--- src/rtl/fwd_pkg.sv ---
// Shared definitions for the BPFVM packet forwarder: default widths,
// FSM state encoding and the FIFO word layout.
package fwd_pkg;

   localparam int unsigned DEF_DATA_WIDTH = 64;
   localparam int unsigned DEF_ADDR_WIDTH = 10;

   // Packet length counts words 0..2^ADDR_WIDTH, so it needs one extra bit.
   function automatic int unsigned plen_width(input int unsigned addr_width);
      return addr_width + 1;
   endfunction

   typedef enum logic [2:0] {
      ST_IDLE,
      ST_READ,
      ST_DRAIN,
      ST_DONE,
      ST_HOLD
   } fwd_state_t;

   typedef struct packed {
      logic [DEF_DATA_WIDTH-1:0] data;
      logic                      last;
   } fwd_word_t;

endpackage

--- src/rtl/fwd_fifo.sv ---
// First-word-fall-through FIFO with occupancy count. Writers must respect
// the count; a write into a full FIFO is not guarded.
module fwd_fifo #(
   parameter int unsigned WIDTH = 65,
   parameter int unsigned DEPTH = 3
) (
   input  logic                             clk,
   input  logic                             rst,
   input  logic                             wr_en,
   input  logic [WIDTH-1:0]                 wr_data,
   input  logic                             rd_en,
   output logic [WIDTH-1:0]                 rd_data,
   output logic                             empty,
   output logic [$clog2(DEPTH+1)-1:0]       count
);

   localparam int unsigned PW = (DEPTH > 1) ? $clog2(DEPTH) : 1;
   localparam int unsigned CW = $clog2(DEPTH + 1);

   logic [WIDTH-1:0] mem [DEPTH];
   logic [PW-1:0]    wr_ptr;
   logic [PW-1:0]    rd_ptr;
   logic             do_rd;

   assign empty   = (count == '0);
   assign do_rd   = rd_en && !empty;
   assign rd_data = mem[rd_ptr];

   // Storage array; contents need no reset since empty masks them.
   always_ff @(posedge clk) begin
      if (wr_en) mem[wr_ptr] <= wr_data;
   end

   // Pointer and occupancy bookkeeping.
   always_ff @(posedge clk or posedge rst) begin
      if (rst) begin
         wr_ptr <= '0;
         rd_ptr <= '0;
         count  <= '0;
      end else begin
         if (wr_en) wr_ptr <= (wr_ptr == PW'(DEPTH - 1)) ? '0 : wr_ptr + PW'(1);
         if (do_rd) rd_ptr <= (rd_ptr == PW'(DEPTH - 1)) ? '0 : rd_ptr + PW'(1);
         case ({wr_en, do_rd})
            2'b10:   count <= count + CW'(1);
            2'b01:   count <= count - CW'(1);
            default: count <= count;
         endcase
      end
   end

endmodule

--- src/rtl/packet_forwarder.sv ---
// Reads an offered packet word by word from the BPFVM forwarder port and
// streams it out over AXI-Stream, then pulses forwarder_done.
module packet_forwarder
   import fwd_pkg::*;
#(
   parameter int unsigned DATA_WIDTH = DEF_DATA_WIDTH,
   parameter int unsigned ADDR_WIDTH = DEF_ADDR_WIDTH,
   parameter int unsigned PLEN_WIDTH = plen_width(ADDR_WIDTH),
   parameter int unsigned RD_LATENCY = 1
) (
   input  logic                  clk,
   input  logic                  rst,
   output logic [ADDR_WIDTH-1:0] forwarder_rd_addr,
   input  logic [DATA_WIDTH-1:0] forwarder_rd_data,
   output logic                  forwarder_rd_en,
   output logic                  forwarder_done,
   input  logic                  ready_for_forwarder,
   input  logic [PLEN_WIDTH-1:0] len_to_forwarder,
   output logic [DATA_WIDTH-1:0] m_tdata,
   output logic                  m_tvalid,
   input  logic                  m_tready,
   output logic                  m_tlast
);

   localparam int unsigned DEPTH = RD_LATENCY + 2;
   localparam int unsigned CW    = $clog2(DEPTH + 1);

   fwd_state_t            state, state_nx;
   logic [PLEN_WIDTH-1:0] len_q;
   logic [ADDR_WIDTH-1:0] addr_q;
   logic [CW-1:0]         inflight_q;
   logic [CW-1:0]         fifo_count;
   logic [RD_LATENCY-1:0] vpipe;
   logic [RD_LATENCY-1:0] lpipe;
   logic [DATA_WIDTH:0]   fifo_out;
   logic                  fifo_empty;
   logic                  credit_ok;
   logic                  issue;
   logic                  is_last_rd;
   logic                  ret_valid;
   logic                  pop;
   logic                  last_hs;

   // Reads in flight reserve FIFO slots, so the FIFO can never overflow.
   assign credit_ok  = (32'(fifo_count) + 32'(inflight_q)) < DEPTH;
   assign issue      = (state == ST_READ) && credit_ok;
   assign is_last_rd = (PLEN_WIDTH'(addr_q) == len_q - PLEN_WIDTH'(1));
   assign ret_valid  = vpipe[RD_LATENCY-1];
   assign pop        = m_tvalid && m_tready;
   assign last_hs    = pop && fifo_out[0];

   assign forwarder_rd_en   = issue;
   assign forwarder_rd_addr = addr_q;
   assign forwarder_done    = (state == ST_DONE);
   assign m_tvalid          = !fifo_empty;
   assign m_tdata           = m_tvalid ? fifo_out[DATA_WIDTH:1] : '0;
   assign m_tlast           = m_tvalid && fifo_out[0];

   fwd_fifo #(
      .WIDTH (DATA_WIDTH + 1),
      .DEPTH (DEPTH)
   ) u_fifo (
      .clk     (clk),
      .rst     (rst),
      .wr_en   (ret_valid),
      .wr_data ({forwarder_rd_data, lpipe[RD_LATENCY-1]}),
      .rd_en   (pop),
      .rd_data (fifo_out),
      .empty   (fifo_empty),
      .count   (fifo_count)
   );

   // FSM state register.
   always_ff @(posedge clk or posedge rst) begin
      if (rst) state <= ST_IDLE;
      else     state <= state_nx;
   end

   // Next-state logic; the zero-length test uses the live length because
   // len_q is only loaded on this same edge.
   always_comb begin
      state_nx = state;
      case (state)
         ST_IDLE:  if (ready_for_forwarder)
                      state_nx = (len_to_forwarder == '0) ? ST_DONE : ST_READ;
         ST_READ:  if (issue && is_last_rd) state_nx = ST_DRAIN;
         ST_DRAIN: if (inflight_q == '0 && fifo_count == CW'(1) && last_hs)
                      state_nx = ST_DONE;
         ST_DONE:  state_nx = ST_HOLD;
         ST_HOLD:  state_nx = ST_IDLE;
         default:  state_nx = ST_IDLE;
      endcase
   end

   // Length latch and read address counter (wraps harmlessly at max length).
   always_ff @(posedge clk or posedge rst) begin
      if (rst) begin
         len_q  <= '0;
         addr_q <= '0;
      end else if (state == ST_IDLE && ready_for_forwarder) begin
         len_q  <= len_to_forwarder;
         addr_q <= '0;
      end else if (issue) begin
         addr_q <= addr_q + ADDR_WIDTH'(1);
      end
   end

   // Count of reads issued but not yet returned into the FIFO.
   always_ff @(posedge clk or posedge rst) begin
      if (rst) begin
         inflight_q <= '0;
      end else begin
         case ({issue, ret_valid})
            2'b10:   inflight_q <= inflight_q + CW'(1);
            2'b01:   inflight_q <= inflight_q - CW'(1);
            default: inflight_q <= inflight_q;
         endcase
      end
   end

   // Valid/last delay line matching the read-data latency.
   always_ff @(posedge clk or posedge rst) begin
      if (rst) begin
         vpipe <= '0;
         lpipe <= '0;
      end else begin
         vpipe[0] <= issue;
         lpipe[0] <= issue && is_last_rd;
         for (int unsigned i = 1; i < RD_LATENCY; i++) begin
            vpipe[i] <= vpipe[i-1];
            lpipe[i] <= lpipe[i-1];
         end
      end
   end

endmodule

--- config.mk ---
export PLATFORM = sky130hd
export DESIGN_NAME = packet_forwarder
export DESIGN_NICKNAME = d
export VERILOG_FILES = /design/src/rtl/fwd_pkg.sv /design/src/rtl/fwd_fifo.sv /design/src/rtl/packet_forwarder.sv
export SDC_FILE = /design/constraint.sdc
export NUM_CORES = 1
export LEC_CHECK = 0
export CAP_MARGIN = 20
export CORE_ASPECT_RATIO = 0.6
export CORE_MARGIN = 2
export CORE_UTILIZATION = 53
export DETAILED_ROUTE_END_ITERATION = 10
export GPL_TIMING_DRIVEN = 0
export PLACE_DENSITY = 0.8
export SYNTH_ARGS = -nofsm -noshare
export SYNTH_HDL_FRONTEND = slang
export SYNTH_SLANG_ARGS = --single-unit
--- constraint.sdc ---
create_clock -name clk -period 6.7 [get_ports clk]
set_input_delay 1.34 -clock clk [delete_from_list [all_inputs] [get_ports clk]]
set_output_delay 1.34 -clock clk [all_outputs]
set_load 0.01 [all_outputs]
### Yosys cells after proc, flatten, opt, wreduce, memory -nomap -nowiden

Memories as Yosys holds them, arrays and structs flattened.
Cells that the tools add are included.

* register bits after elaboration: 34
* memories: 1
* logic and storage cells: 66
* input bits: 79
* RAM bits: 195

* muxes and demuxes: 14
* equality and inequality tests: 14
* magnitude comparators: 1
* reduce and logical (&&, ||, !) cells: 18
* $add $sub $neg: 9

Memory list
* u_fifo.mem: words 3, bits a word 65, read ports 1, clocked after Yosys merged registers in 0, wr ports 1, RTL line fwd_fifo.sv:20 `logic [WIDTH-1:0] mem [DEPTH];`

Operators with widths (count)
* two-way mux 64 bit: 1
* two-way mux 10 bit: 2
* one-hot mux 3 bit (4 select lines): 1
* equality test 10 x 11 -> 1 bit: 1
* zero test 11 bit: 1
* subtractor 11 x 1 -> 11 bit, second input constant: 1
* adder 10 x 1 -> 10 bit, second input constant: 1
* logical AND 1 bit: 9
* two-way mux 3 bit: 3
* adder 2 x 1 -> 2 bit, second input constant: 4
* equality test 2 bit, second input constant: 4
* one-hot mux 2 bit (2 select lines): 2
* equality test 2 x 1 -> 1 bit, second input constant: 3
* equality test 3 x 2 -> 1 bit, second input constant: 2
* two-way mux 2 bit: 3
* nonzero test 2 bit: 3
* zero test 2 bit: 2
* inequality test 2 bit, second input constant: 2
* subtractor 2 x 1 -> 2 bit, second input constant: 2
* adder 2 x 2 -> 3 bit: 1
* equality test 3 x 1 -> 1 bit, second input constant: 1
* zero test 3 bit: 1
* less-than comparator 3 x 2 -> 1 bit, second input constant: 1
* AND reduction 3 bit: 1
* 3 further kinds: 4

### Logic depth before layout (Yosys ltp)

Gate-level depths: netlist (run 1).

* depth after elaboration: 7
* depth in mapped cells: 10
* mapped depth without buffers: 10

### Modules after synthesis

Synthesis (run 1) repeated with hierarchy kept, for this count alone.

* cells, all modules: 673
* area total of the unflattened synthesis: 9536.6 um2

Modules (own cells, without submodules)
* fwd_fifo: seq. area each 6005.8 um2, times used 1, cells an instance 440, area an instance 7517.2 um2
* packet_forwarder: seq. area each 700.7 um2, times used 1, cells an instance 233, area an instance 2019.4 um2

### Least setup slack after synthesis (run 1)

OpenSTA, ideal clock, no wires.

* path kind: reg2reg
* start: reg vpipe, in the netlist ret_valid
* end: mem u_fifo.mem[1][0] (enable)
* setup time: 0.584 ns
* buffers on the path: 0
* data required time: 6.116 ns
* stages on the path, launching flop included: 3
* slack: 0.860 ns
* data arrival time: 5.256 ns
* cell sequence: dfrtp_1 > inv_1 > nor3b_1

* longest elaborated chain between the ends: 2

Ends and longest elaborated chain
* start: declaration: RTL line packet_forwarder.sv:33 `logic [RD_LATENCY-1:0] vpipe;`
* start signal: indexed assignment: RTL line packet_forwarder.sv:130 `vpipe[i] <= vpipe[i-1];`
* two-way mux 1 bit: RTL line fwd_fifo.sv:31 `if (wr_en) mem[wr_ptr] <= wr_data;`
* two-way mux 1 bit (implied by the code): RTL line fwd_fifo.sv:31
* end: declaration: RTL line fwd_fifo.sv:20

Every way passes these cells.

### Worst setup path after layout (run 1)

* start: reg u_fifo.rd_ptr[0]
* end: out m_tdata[50]

* longest elaborated chain between the ends: 2

Ends and longest elaborated chain
* start: declaration: RTL line fwd_fifo.sv:22 `logic [PW-1:0] rd_ptr;`
* start signal: assignment: RTL line fwd_fifo.sv:42 `if (do_rd) rd_ptr <= (rd_ptr == PW'(DEPTH - 1)) ? '0 : rd_ptr + PW'(1);`
* memory read (3 x 65 bit)
* two-way mux 64 bit: RTL line packet_forwarder.sv:56 `assign m_tdata = m_tvalid ? fifo_out[DATA_WIDTH:1] : '0;`
* end: declaration: RTL line packet_forwarder.sv:19 `output logic [DATA_WIDTH-1:0] m_tdata,`

Every way passes these cells.

==> impl_metrics.toml, run 1 <==
[critical_path]
cp_data_arrival_time_ns = 3.15
endpoint_kind = "output pin"
reg2reg_setup_slack_ns = 4.01
r2r_start = "inflight_q[0]$_DFFE_PP0P_"
crit_chain = "clkbuf_1, clkbuf_1, buf_2, mux2i_1, nor2_1, a21oi_1, nor2_1, clkdlybuf4s50_1"
critPathBufInv = 4
ff2ff_path_depth = 10
critical_path.top_delay_family = "buffers and inverters"
crit_fanout = 10
reg2reg_to = "state[0]$_DFFE_PP0P_"
slowest_stage = "clkbuf_1"
start_kind = "flop"
critical_path.max_stage_delay_ns = 0.61
cp.required_ns = 5.36
timing_worst_setup_path_type = "flop to output pin"

[run]
cap_violations = 0

[global_routing]
antenna_found_initial = 0
grt_max_degree = 27
grt_pass1_vias = 5994
grt_pass1_wl_um = 32250
grt_usage = 0.2209
overflow = 0

[floorplanning]
rows = 37
die_area_um2 = 18790
core_area_um2 = 17220
ios = 157
dieWidth_um = 175.6
start_util = 0.5439
die_h_um = 107.0

[sta]
setup_tns_ns = 0
fmax_mhz = 222.7
fin_crit_ns = 4.491
hold_viol = 0
worst_clock_skew_ns = 0.006978
setup-violations-final = 0
hold_ws_ns = 0.4716
period_share = 0.6703
rsz0062_at_grt = "false"
maxSlewViolCount = 0
worst_pin_slew_ns = 0.8102
relSlewSlack = 0.4599

[final_layout]
synthToLayoutAreaGrowth_pct = 29.08
final_cells = 1120
finalNetCount = 959
antenna_cells = 0
drive_gt1_frac = 0.08239
fill_cells = 1154
design_area_um2 = 12090

[logic_synthesis]
synth_most_common_cell = "edfxtp_1"
yosysTopAreaCell = "edfxtp_1"
syn_area_per_cell_um2 = 13.86
synth_edf_count = 195
synth_cell_types = 45
syn-instance-count = 676
syn_nets = 763
synth_area_leaders = "edfxtp_1 (63%), dfrtp_1 (9.1%), mux2i_1 (7.2%)"
synth_seq_area_share = 0.7160
ys.flop_type = "edfxtp_1"
postSynth.asyncResetShare = 0.1485
synth_commonest_cells = "edfxtp_1 (195), nor2_1 (146), a21oi_1 (70), mux2i_1 (67), dfrtp_1 (34)"
synthesis.area_um2 = 9366
synth_top_area_share = 0.6252
yosys_warnings = 0
synth-seq-cells = 229

[route]
drc = 0
drt-initial-drc-count = 646
routed_wirelength_um = 20940
vias = 6157
vias_per_cell = 5.497
postRouteAntennaNets = 0
wire_per_inst_um = 18.69
dr.pass1.iters = 5

[clocking]
cts.hold.buffers_added = 0
max-clock-path-buffers = 3
clock-sinks = 229
path_clk_slew_ns = 0.06
clkLatencyLatePin_ns = 0.49
numCtsBuffers = 21
htreeDepth = 1
ctsResizeCount = 0
cts_tree = "yes"
cts_setup_buffers = 0
cts_root_buffer = "clkbuf_16"

[placed_design]
placed_area_um2 = 11460
io_buffers = 156
gp_congestion = 0.8298
place_inst = 1083
dp_hpwl_um = 14590

[pwr]
power_density_nw_per_um2 = 496.5
ir_worst_vdd_mv = 0.2738
leakagePower_nw = 4.442

[outcome]
outcome = "finished, final reports clean"

[worst_hold_path]
hp-class = "flop to flop"
hold_depth = 0
hold_path_startpoint = "lpipe$_DFF_PP0_"
min_to = "u_fifo.mem[0][0]$_DFFE_PP_"
[flip-flops by register name, summed over array words and instances, names as in the netlist]
signal,count
len_q,11
u_fifo.wr_ptr,2
ret_valid,1
inflight_q,2
u_fifo.rd_ptr,2
u_fifo.mem,195
forwarder_rd_addr,10
u_fifo.count,2
state,3
lpipe,1
[where the power goes]
group | total [W] | switching (W) | internal [W] | leakage, nW
Clock | 0.00111 | 0.000492 | 0.000617 | 0.307
Sequential | 0.00221 | 0.000196 | 0.00201 | 2.22
Combinational | 0.00268 | 0.00145 | 0.00124 | 1.92
Total | 0.00600 | 0.00213 | 0.00387 | 4.44
[final cells by class]
class	instances	area, um2	share of cell area
clock buffer	26	544.3	0.04502
multi-input combinational	400	2491	0.2060
inverter	12	50.05	0.004140
clock inverter	11	82.58	0.006830
sequential	229	6706	0.5547
timing repair buffer	173	1787	0.1478
buffer	35	136.4	0.01128
tap	234	292.8	0.02422
[cell families (layout without fill, tap and decap cells)]
kind of cell             Yosys count  after routing  share of synthesized area
flip-flops                       229            229                     0.7160
AND/OR/NAND/NOR                  200            200                    0.09418
AO/OA/AOI/OAI                     90             90                    0.05116
multiplexers                      78             78                    0.08482
buffers and inverters             47            257                    0.01990
XOR/XNOR                          24             24                    0.02244
adder cells (fa/ha/maj)            8              8                    0.01149
[through the flow]
| stage | setup slack, ns | utilization | power [W] |
|---|---|---|---|
| finish | 2.209 | 0.7020 | 0.006003 |
| global route | 1.981 | 0.7020 | 0.006338 |
| CTS | 2.234 | 0.7020 | 0.006028 |
| detailed placement | 2.802 | 0.6657 | 0.004906 |
| global placement | -2.357 | 0.6516 | 0.004809 |
| floorplan | 0.8602 | - | 0.003701 |
[how the worst max path moves through the flow]
stage / startpoint / to / slack, ns / depth (start not counted)
2_1_floorplan: ret_valid$_DFF_PP0_ / u_fifo.mem[1][0]$_DFFE_PP_ / 0.86 / 2
3_3_place_gp: ret_valid$_DFF_PP0_ / u_fifo.mem[1][59]$_DFFE_PP_ / -2.36 / 2
3_5_place_dp: u_fifo.rd_ptr[0]$_DFFE_PP0P_ / m_tdata[38] / 2.80 / 8
4_1_cts: u_fifo.rd_ptr[0]$_DFFE_PP0P_ / m_tdata[50] / 2.23 / 8
5_1_grt: u_fifo.rd_ptr[0]$_DFFE_PP0P_ / m_tdata[50] / 1.98 / 8
6_report: u_fifo.rd_ptr[0]$_DFFE_PP0P_ / m_tdata[50] / 2.21 / 8
[layout by cell type (no fill, tap or decap), types with 2 or more instances in the layout]
cell and count:
a21o_1 2, a21oi_1 70, a31oi_1 3, and3_1 2
and3b_2 2, buf_12 2, buf_2 3, buf_6 14
clkbuf_1 35, clkbuf_16 21, clkdlybuf4s50_1 156, clkinv_1 3
clkinv_2 5, clkinv_4 2, dfrtp_1 34, edfxtp_1 195
ha_1 7, inv_1 11, mux2_2 11, mux2i_1 67
nand2_1 18, nand3_1 5, nand4_1 3, nor2_1 145
nor3_1 4, nor3_2 2, nor3b_2 2, nor4_1 2
nor4b_1 2, o21ai_0 9, or3_1 3, xnor2_1 14
xor2_1 10
[routing by layer]
| metal | vias up | part of all wire | global-route usage |
|---|---|---|---|
| li1 | 2843 | - | - |
| met1 | 3050 | 0.47 | 0.3438 |
| met2 | 237 | 0.45 | 0.3344 |
| met3 | 27 | 0.066 | 0.03901 |
| met4 | 0 | 0.011 | 0.03601 |
| met5 | - | 0 | 0 |
Note: power is estimated with default switching activity, not from simulation.
==> inputs of run 2 (changes only) <==
- clock period: 6.7 -> 4.33 ns (I/O delays scaled with it)
==> run 2 against run 1 <==
Compared with the run above:
- utilization grew 0.84 points
- combinational power grew 57%
- sequential share of layout area decreased by 0.66 points
- clock skew rose by 0.0088 ns
- critical path type unchanged
- largest power group unchanged
- highest routed layer unchanged
==> impl_metrics.toml, run 2 (synthesis gave the netlist of run 1 again) <==
[critical_path]
critPathBufInv = 4
crit_fanout = 10
critical_path.max_stage_delay_ns = 0.60
start_kind = "flop"
timing_worst_setup_path_type = "flop to output pin"
endpoint_kind = "output pin"
cp_data_arrival_time_ns = 3.16
slowest_stage = "clkdlybuf4s50_1"
crit_chain = "clkbuf_1, clkbuf_1, buf_2, mux2i_1, nor2_1, a21oi_1, nor2_1, clkdlybuf4s50_1"
critical_path.top_delay_family = "buffers and inverters"
cp.required_ns = 3.46

[outcome]
outcome = "finished, final reports clean"

[route]
vias = 6166
drc = 0
vias_per_cell = 5.510
wire_per_inst_um = 19.04
drt-initial-drc-count = 657
routed_wirelength_um = 21310
postRouteAntennaNets = 0
dr.pass1.iters = 7

[global_routing]
grt_pass1_wl_um = 32810
overflow = 0
antenna_found_initial = 1
grt_max_degree = 26
grt_usage = 0.2269
grt_pass1_vias = 6185

[sta]
fmax_mhz = 248.4
fin_ws_ns = 0.3041
setup-violations-final = 0
period_share = 0.9298
relSlewSlack = 0.4209
hold_viol = 0
fin_crit_ns = 4.026
rsz0062_at_grt = "false"
worst_pin_slew_ns = 0.8677
worst_clock_skew_ns = 0.01575
maxSlewViolCount = 0

[clocking]
ctsResizeCount = 0
htreeDepth = 1
clkLatencyLatePin_ns = 0.50
cts.hold.buffers_added = 0
clock-sinks = 229
path_clk_slew_ns = 0.07
max-clock-path-buffers = 3
cts_setup_buffers = 0
numCtsBuffers = 22
cts_tree = "yes"
cts_root_buffer = "clkbuf_16"

[final_layout]
final_common_cell = "edfxtp_1"
synthToLayoutAreaGrowth_pct = 30.63
mostFrequentLayoutCells = "edfxtp_1 (195), clkdlybuf4s50_1 (156), nor2_1 (145), a21oi_1 (70), mux2i_1 (67)"
finalNetCount = 955
post-route-util = 0.7105
largest_reg_flops = 195
fill_cells = 1129
drive_gt1_frac = 0.08032
largest-register = "u_fifo.mem"

[pwr]
p_switching_w = 0.003334
p_int_w = 0.006216
seq_power_share = 0.360
leakagePower_nw = 4.492
ir_worst_vdd_mv = 0.4435
sw_frac_of_total = 0.3491
share_comb_of_total_power = 0.440
power_density_nw_per_um2 = 780.5
p_clk_frac = 0.200

[run]
cap_violations = 0

[placed_design]
gp_congestion = 0.8911
io_buffers = 156
dp_slack_ns = 0.8332
dp_hpwl_um = 14700

[floorplanning]
die_h_um = 107.0
dieWidth_um = 175.6
ios = 157
start_util = 0.5439
core_area_um2 = 17220
rows = 37
die_area_um2 = 18790

[worst_hold_path]
hp-class = "flop to flop"
## run 2: cell count changes in the layout (fill, tap and decap cells not counted), sizes merged
cell,change
bufinv,+1
buf,-5
diode,+1
clkinv,-4
clkbuf,+6
## run 2: area by class of cell
type / instances / area (um2) / share of cell area
sequential: 229 / 6706 / 0.5481
multi-input combinational: 400 / 2504 / 0.2046
timing repair buffer: 168 / 1814 / 0.1483
clock buffer: 32 / 639.4 / 0.05225
tap: 234 / 292.8 / 0.02393
buffer: 35 / 136.4 / 0.01115
clock inverter: 8 / 90.09 / 0.007363
inverter: 12 / 50.05 / 0.004090
antenna: 1 / 2.502 / 0.0002045
## run 2: per-stage QoR
step / setup TNS [ns] / power [W] / std cells / cell area (um2) / hold WS (ns)
after floorplan: 0 / 0.005695 / 676 / 9376 / 0.4375
after global placement: -182.99 / 0.007377 / 1066 / 11230 / 0.4462
after detailed placement: 0 / 0.007668 / 1078 / 11500 / 0.4741
after CTS: 0 / 0.009602 / 1118 / 12230 / 0.4841
after global routing: 0 / 0.01007 / 1118 / 12230 / 0.5040
final: 0 / 0.009550 / 1119 / 12240 / 0.4798
## run 2: layer usage
layer	share of wire	up-vias	wire length, um	global-route usage
met4	0.015	0	310	0.04309
met5	0	-	0	0
li1	-	2838	-	-
met3	0.082	27	1742	0.04255
met2	0.46	277	9737	0.3616
met1	0.45	3024	9514	0.3333
## run 2: worst paths after layout
check,from,endpoint,slack [ns],cells past startpoint
setup reg to reg,inflight_q[0]$_DFFE_PP0P_,state[0]$_DFFE_PP0P_,1.75,10
setup / recovery,u_fifo.rd_ptr[0]$_DFFE_PP0P_,m_tdata[48],0.30,8
hold / removal,lpipe$_DFF_PP0_,u_fifo.mem[0][0]$_DFFE_PP_,0.48,0
hold reg to reg,lpipe$_DFF_PP0_,u_fifo.mem[0][0]$_DFFE_PP_,0.48,0
max in group asynchronous,rst,forwarder_rd_addr[9]$_DFFE_PP0P_,2.91,3
min in group asynchronous,rst,inflight_q[0]$_DFFE_PP0P_,0.85,2
## run 2: power by group through the flow
stage | Clock (W) | Combinational [W] | Sequential (W)
finish | 0.00191 | 0.00420 | 0.00344
global route | 0.00203 | 0.00456 | 0.00348
CTS | 0.00194 | 0.00423 | 0.00343
detailed placement | 0 | 0.00420 | 0.00347
global placement | 0 | 0.00387 | 0.00350
floorplan | 0 | 0.00226 | 0.00343
